### src/rtl/uart_tx_arbiter.sv
// Round-robin arbiter sharing one UART transmitter among NUM_REQ byte streams.
// Grant is held for a whole packet; a watchdog recovers from a hung transmitter.
module uart_tx_arbiter #(
  parameter int NUM_REQ    = 4,
  parameter int BYTE_WIDTH = 8,
  parameter int TIMEOUT    = 200000
) (
  input  logic                          clk,
  input  logic                          arst_n,
  input  logic [NUM_REQ-1:0]            req_valid,
  input  logic [NUM_REQ*BYTE_WIDTH-1:0] req_data,
  input  logic [NUM_REQ-1:0]            req_last,
  output logic [NUM_REQ-1:0]            req_ready,
  output logic [BYTE_WIDTH-1:0]         tx_data,
  output logic                          tx_start,
  input  logic                          tx_done,
  output logic [$clog2(NUM_REQ)-1:0]    grant_id,
  output logic                          busy,
  output logic                          timeout_err
);

  localparam int          IW = $clog2(NUM_REQ);
  localparam int          CW = $clog2(TIMEOUT + 1);
  localparam int unsigned NR = NUM_REQ;

  typedef enum logic [1:0] {IDLE, START, WAIT, NEXT} state_t;

  state_t                 state, state_nxt;
  logic [IW-1:0]          rr_ptr, winner, sel, ptr_after;
  logic                   win_valid, owner_valid, accept, wdog_hit, timeout, pkt_open;
  logic [CW-1:0]          wdog;
  logic [BYTE_WIDTH-1:0]  sel_byte;

  always_comb begin : rr_search
    logic [IW-1:0] idx;
    idx       = '0;
    winner    = '0;
    win_valid = 1'b0;
    for (int unsigned k = 0; k < NR; k++) begin
      idx = IW'((32'(rr_ptr) + k) % NR);
      if (!win_valid && req_valid[idx]) begin
        win_valid = 1'b1;
        winner    = idx;
      end
    end
  end

  always_comb begin
    sel_byte = '0;
    for (int unsigned i = 0; i < NR; i++) begin
      if (sel == IW'(i)) sel_byte = req_data[i*BYTE_WIDTH +: BYTE_WIDTH];
    end
  end

  assign owner_valid = req_valid[grant_id];
  assign sel         = (state == IDLE) ? winner : grant_id;
  assign accept      = (state == IDLE && win_valid) || (state == NEXT && owner_valid);
  assign ptr_after   = (grant_id == IW'(NUM_REQ - 1)) ? '0 : grant_id + 1'b1;
  assign wdog_hit    = (wdog == CW'(TIMEOUT - 1));
  // A completing frame or an accepted byte in the expiry cycle beats the watchdog.
  assign timeout     = wdog_hit && ((state == WAIT && !tx_done) || (state == NEXT && !owner_valid));

  always_ff @(posedge clk or negedge arst_n) begin
    if (!arst_n) state <= IDLE;
    else         state <= state_nxt;
  end

  always_comb begin
    state_nxt = state;
    case (state)
      IDLE:  if (win_valid) state_nxt = START;
      START: state_nxt = WAIT;
      WAIT: begin
        if (tx_done)      state_nxt = pkt_open ? NEXT : IDLE;
        else if (timeout) state_nxt = IDLE;
      end
      NEXT: begin
        if (owner_valid)  state_nxt = START;
        else if (timeout) state_nxt = IDLE;
      end
      default: state_nxt = IDLE;
    endcase
  end

  always_comb begin
    req_ready = '0;
    if (state == IDLE && win_valid) req_ready[winner]   = 1'b1;
    else if (state == NEXT)         req_ready[grant_id] = owner_valid;
    tx_start    = (state == START);
    busy        = (state != IDLE);
    timeout_err = timeout;
  end

  always_ff @(posedge clk or negedge arst_n) begin
    if (!arst_n) begin
      tx_data  <= '0;
      grant_id <= '0;
      pkt_open <= 1'b0;
      rr_ptr   <= '0;
      wdog     <= '0;
    end else begin
      if (accept) begin
        tx_data  <= sel_byte;
        pkt_open <= ~req_last[sel];
      end
      if (state == IDLE && win_valid) grant_id <= winner;
      if ((state == WAIT && tx_done && !pkt_open) || timeout) rr_ptr <= ptr_after;
      if (timeout) pkt_open <= 1'b0;
      if ((state == WAIT || state == NEXT) && !(state == WAIT && tx_done) && !timeout)
        wdog <= (wdog == CW'(TIMEOUT)) ? wdog : wdog + 1'b1;
      else
        wdog <= '0;
    end
  end

endmodule

### config.mk
export PLATFORM = sky130hd
export DESIGN_NAME = uart_tx_arbiter
export DESIGN_NICKNAME = d
export VERILOG_FILES = /design/src/rtl/uart_tx_arbiter.sv
export SDC_FILE = /design/constraint.sdc
export NUM_CORES = 1
export LEC_CHECK = 0
export BUFFER_PORTS_ARGS = -buffer_cell sky130_fd_sc_hd__clkbuf_2
export CORE_UTILIZATION = 52
export DETAILED_ROUTE_END_ITERATION = 6
export PLACE_DENSITY = 0.8
export SYNTH_ARGS = -nofsm -noshare
export SYNTH_HDL_FRONTEND = slang
export SYNTH_SLANG_ARGS = --single-unit
### constraint.sdc
create_clock -name clk -period 2.1 [get_ports clk]
set_input_delay 0.315 -clock clk [delete_from_list [all_inputs] [get_ports clk]]
set_output_delay 0.315 -clock clk [all_outputs]
set_load 0.05 [all_outputs]
==> flow_summary.yaml, run 1 <==
status:
  status: "finished, violations left"
  failed_checks: "negative setup slack"
logic_synthesis:
  synth_top_area_cell: "dfrtp_1"
  seq_area_frac_synth_pct: 39.9
  synth_cell_types: 47
  syn_avg_cell_area_sq_um: 9.24
  async_reset_ff_share_pct: 100
  synth.most_common_cell: "nor2_1"
  ys_warn_count: 0
  synthFlopType: "dfrtp_1"
  synth.ff_latch_count: 33
  synth_edf_count: 0
  synth_top_area_share_pct: 39.9
  netlist_top_cells_count: "nor2_1, dfrtp_1, nand2_1"
  yosys-top-cells-area: "dfrtp_1, nor2_1, mux2i_1"
  synthCells: 224
  syn_nets: 273
  synth_area_sq_mm: 0.00207
final_layout:
  insertedDiodeCount: 0
  drive_gt1_share_pct: 34.1
  final_area_sq_mm: 0.00272
  nNetsFinal: 347
  syn_to_final_growth_pct: 31.5
  num-fill-cells: 283
floorplanning:
  die_h_um: 65.1
  pin_count: 60
  die-area_sq_mm: 0.00424
  rows: 22
  core_region_area_sq_mm: 0.00374
  fp.dieW_um: 65.1
  initial_core_util_pct: 55.3
timing:
  setup_viol_count_final: 5
  layout_setup_ws_ns: -0.126
  slew_headroom_pct: 59.8
  whs_ns: 0.0180
  max_freq_ghz: 0.449
  period_share_pct: 106
  skew_ns: 0.00668
  worst_pin_slew_ns: 0.603
  rsz0062_at_grt: "true"
  drv_slew: 0
  hold_viol: 0
  min_period_ns: 2.23
  setup_tns_ns: -0.434
clocking:
  cts_inserted_buffers: 5
  clk_pin_slew_ns: 0.07
  cts-root-buf: "clkbuf_8"
  ctsHtreeMaxLevel: 2
  clock-sinks: 33
  ctsHoldBuffers: 0
  cts.path.max_buffers: 2
  cts_tree: "done"
  insertion_delay_ns: 0.29
power:
  powerDensity_mw_per_mm2: 1430
  pwr-share-seq_pct: 24.1
  irDropWorstVdd_v: 0.000780
  p_leak_nw: 1.27
  intPower_w: 0.00207
  power_w: 0.00389
  netSwitchingFraction_pct: 46.8
  combPwrFrac_pct: 57.4
  clkPwrFrac_pct: 18.5
  switching_power_w: 0.00182
placed_design:
  place_congestion: 0.909
  port_buffers: 59
  hpwl_um: 3750
  placed_area_sq_mm: 0.00251
critical_path:
  crit_arrival_ns: 1.91
  path_class: "reg -> out"
  setup.worst_path.end_class: "output pin"
  startpoint_type: "flop"
  crit_required_ns: 1.78
  crit_fanout: 2
detailed_routing:
  wl_per_cell_um: 15.3
  totalWireLength_um: 5300
  first_pass_iters: 4
  vias_per_cell: 5.68
  drc: 0
  vias: 1970
  postRouteAntennaNets: 0
  drt_iter0_drc: 149
grt:
  grt_max_degree: 24
  grt_overflow: 0
  grt_pass1_wl_um: 8160
  antenna_found_initial: 0
  grt_usage_pct: 25.3
  grt_pass1_vias: 1796
run:
  drv_cap: 0
worst_hold_path:
  hold_class: "in -> async"
-- metrics by stage --
stage               std cells  util, %  setup WS (ns)
global placement          334     67.1         0.0324
finish                    347     72.8         -0.126
floorplan                 224        -        -0.0100
global route              347     72.8         -0.185
CTS                       345     71.9         -0.183
detailed placement        334     67.1       -0.00181
-- registers in the layout (all words and copies together) (netlist names) --
register,flops
grant_id,2
state,2
tx_data,8
rr_ptr,2
pkt_open,1
wdog,18
-- logic make-up (layout without fill, tap and decap cells) --
family / after synthesis / in the layout / synth area share (%)
simple gates: 99 / 99 / 24.0
compound gates: 40 / 40 / 14.3
flops: 33 / 33 / 39.9
xor+xnor: 16 / 16 / 6.77
buf+inv: 16 / 91 / 3.93
mux: 14 / 14 / 7.43
fa+ha+maj: 6 / 6 / 3.63
-- timing repair --
item / CTS / global route
pin swaps: 3 / 3
resized for setup: 9 / 8
buffers inserted: 3 / 2
setup endpoints to repair: 5 / 26
-- power by group through the flow --
stage               Clock (W)  Sequential, W  Combinational (W)
finish               0.000718       0.000937            0.00223
global route         0.000750       0.000954            0.00239
CTS                  0.000729       0.000931            0.00219
detailed placement          0       0.000940            0.00214
global placement            0       0.000935            0.00210
floorplan                   0        0.00125            0.00129
-- cell type report --
type | instances | area, sq um | area share [%]
Tap cell | 48 | 60.1 | 2.20
Sequential cell | 33 | 827 | 30.4
Timing Repair Buffer | 76 | 460 | 16.9
Clock buffer | 5 | 68.8 | 2.53
Inverter | 7 | 26.3 | 0.965
Multi-Input combinational cell | 175 | 1220 | 44.6
Clock inverter | 3 | 65.1 | 2.39
-- path summary, 6_finish.rpt --
kind / start / to / slack, ns / cells after the start
max: wdog[15] / timeout_err / -0.13 / 5
min: arst_n / grant_id[1] / 0.02 / 1
min in group clk: req_data[8] / tx_data[0] / 0.33 / 3
min reg2reg: wdog[17] / wdog[17] / 0.55 / 2
max reg2reg: rr_ptr[1] / tx_data[7] / 0.11 / 6
max in group asynchronous: arst_n / wdog[5] / 1.49 / 2
-- cell usage in the layout, fill, tap and decap left out, types with 3 or more instances in the layout --
master    count
nand3_1      10
a221oi_1      9
nand2_1      16
inv_1         7
nor3_1        5
mux2i_1      12
xor2_1        6
nor2_1       37
clkbuf_2     54
xnor2_1      10
o21ai_0       5
buf_4        19
nand4_1       3
o22ai_1       8
nand2b_1      3
clkbuf_8      5
ha_1          6
and4_1        3
and2_1        3
dfrtp_1      32
-- worst max-delay path: stages (launching register included) --
cell	delay, ns
dfrtp_1	0.38
or4b_4	0.55
nor3_4	0.14
and4_1	0.24
and2_4	0.18
buf_12	0.13
-- routing by layer --
metal	GRT usage, %	routed length [um]	share of wire, %
met5	0	0	0
met4	8.15	93	1.8
met3	5.38	354	6.7
met2	46.2	2620	49
met1	29.4	2240	42
Note: power is estimated with default switching activity, not from simulation.
==> inputs of run 2 (changes only) <==
Settings changed: CORE_ASPECT_RATIO from default to 0.75, CORE_UTILIZATION 52 to 45, PLACE_DENSITY 0.8 to 0.71.
==> run 2 against run 1 <==
The flow still finishes with violations (negative setup slack). Maximum frequency is 0.66% lower. Clock power is 36% lower. Clock skew is 0.00065 ns higher. Critical path depth stayed put. Routed wire length is 5.7% higher.
==> flow_summary.yaml, run 2 (synthesized netlist as in run 1, its figures left out) <==
detailed_routing:
  vias: 2034
  top_layer: "met4"
  drc: 0
  postRouteAntennaNets: 0
  vias_per_cell: 5.53
  totalWireLength_um: 5610
  drt_iter0_drc: 107
  wl_per_cell_um: 15.2
  first_pass_iters: 4
  met3_length_um: 432
  wl_met2_um: 2480
  wl_met1_um: 2600
placed_design:
  dpl_worst_slack_ns: -0.00711
  placed_area_sq_mm: 0.00257
  port_buffers: 59
  hpwl_um: 3910
  place_congestion: 0.823
grt:
  antenna_found_initial: 0
  grt_max_degree: 19
  grt_usage_pct: 23.4
  grt_overflow: 0
  grt_pass1_vias: 1801
  grt_pass1_wl_um: 8450
critical_path:
  crit_required_ns: 1.78
  critical_path.top_delay_family: "simple AND/OR/NAND/NOR gates"
  critPathBufInv: 1
  cp_slowest_cell: "or4b_1"
  crit_chain: "or4b_1 > nor3_2 > and4_1 > and2_4 > clkbuf_16"
  crit_fanout: 2
  r2r-start: "wdog[15]"
  slowest_delay_ns: 0.53
  crit_arrival_ns: 1.93
  path_class: "reg -> out"
  setup.worst_path.end_class: "output pin"
  crit_path_start: "wdog[15]"
  startpoint_type: "flop"
clocking:
  cts.path.max_buffers: 2
  cts-root-buf: "clkbuf_8"
  clock-sinks: 33
  ctsHtreeMaxLevel: 2
  insertion_delay_ns: 0.28
  cts_tree: "done"
  cts_inserted_buffers: 5
  clk_pin_slew_ns: 0.06
timing:
  whs_ns: 0.345
  setup_viol_count_final: 20
  slew_headroom_pct: 55.7
  layout_setup_ws_ns: -0.141
  worst_pin_slew_ns: 0.659
  skew_ns: 0.00733
  max_freq_ghz: 0.446
  min_period_ns: 2.24
  period_share_pct: 107
  hold_viol: 0
  rsz0062_at_grt: "true"
  drv_slew: 0
final_layout:
  num-fill-cells: 312
  syn_to_final_growth_pct: 40.7
  nNetsFinal: 361
  final_area_sq_mm: 0.00291
  layout_commonest_cell: "clkbuf_2"
  largest_register_ffs: 18
  top_regs: "wdog (18), tx_data (8)"
  mostFrequentLayoutCells: "clkbuf_2, nor2_1, dfrtp_1, buf_4, nand2_1"
  largest-register: "wdog"
  drive_gt1_share_pct: 39.3
  insertedDiodeCount: 0
worst_hold_path:
  hold_path_startpoint: "req_data[15]"
  hold_class: "in -> reg"
floorplanning:
  initial_core_util_pct: 49.0
  core_region_area_sq_mm: 0.00423
  pin_count: 60
  die-area_sq_mm: 0.00488
  die_h_um: 60.7
  fp.dieW_um: 80.3
  rows: 20
power:
  netSwitchingFraction_pct: 47.2
  clkPwrFrac_pct: 11.4
  irDropWorstVdd_v: 0.000816
  power_w: 0.00399
  intPower_w: 0.00211
  powerDensity_mw_per_mm2: 1370
  p_leak_nw: 1.36
  combPwrFrac_pct: 65.2
  switching_power_w: 0.00189
  pwr-share-seq_pct: 23.4
status:
  status: "finished, violations left"
  failed_checks: "negative setup slack"
run:
  drv_cap: 0
==> run 2: cell count changes in the layout (fill, tap and decap cells not counted), sizes merged <==
cell,delta
buf,+11
clkbuf,+5
bufinv,-2
dlygate4sd3,+1
clkinv,-1
==> run 2: final cells by class <==
type / instances / area (sq um) / area share, %
Tap cell: 55 / 68.8 / 2.36
Clock buffer: 8 / 80.1 / 2.75
Timing Repair Buffer: 90 / 653 / 22.4
Multi-Input combinational cell: 175 / 1260 / 43.2
Inverter: 7 / 26.3 / 0.902
Sequential cell: 33 / 828 / 28.4
==> run 2: power groups by stage <==
stage | Combinational [W] | Sequential (W) | Clock (W)
after floorplan | 0.00129 | 0.00125 | 0
after global placement | 0.00219 | 0.000930 | 0
after detailed placement | 0.00223 | 0.000933 | 0
after CTS | 0.00232 | 0.000924 | 0.000470
after global routing | 0.00279 | 0.000961 | 0.000495
final | 0.00260 | 0.000934 | 0.000457
==> run 2: worst min-delay path: stages <==
cell      delay (ns)
clkbuf_2        0.08
o22ai_1         0.10
a221oi_1        0.09
==> run 2: path summary, 6_finish.rpt <==
check	endpoint	slack [ns]	cells after the start
min in group asynchronous	wdog[10]	0.44	2
worst min register to register	wdog[17]	0.55	2
worst max-delay path	timeout_err	-0.14	5
max in group asynchronous	grant_id[0]	1.14	3
worst min-delay path	tx_data[7]	0.35	3
worst max register to register	wdog[15]	-0.13	9
==> run 2: timing repair <==
item | CTS | global route
pin swaps | 5 | 12
setup buffers | 3 | 4
hold buffers | 1 | 0
setup endpoints to repair | 5 | 33
hold endpoints to repair | 9 | 0
cloned | 0 | 3
gates resized for setup | 21 | 21
==> run 2: per-layer routing <==
| layer | vias to the layer above | GRT usage (%) |
|---|---|---|
| met5 | - | 0 |
| met4 | 0 | 7.40 |
| li1 | 985 | - |
| met1 | 963 | 31.7 |
| met2 | 75 | 37.6 |
| met3 | 11 | 5.71 |
==> run 2: per-stage QoR <==
step           cells  TNS (ns)  util, %
2_1_floorplan    224   -0.0100        -
3_3_place_gp     350         0     60.9
3_5_place_dp     350  -0.00711     60.9
4_1_cts          362    -0.181     65.3
5_1_grt          368     -3.51     68.9
6_report         368     -2.00     68.9
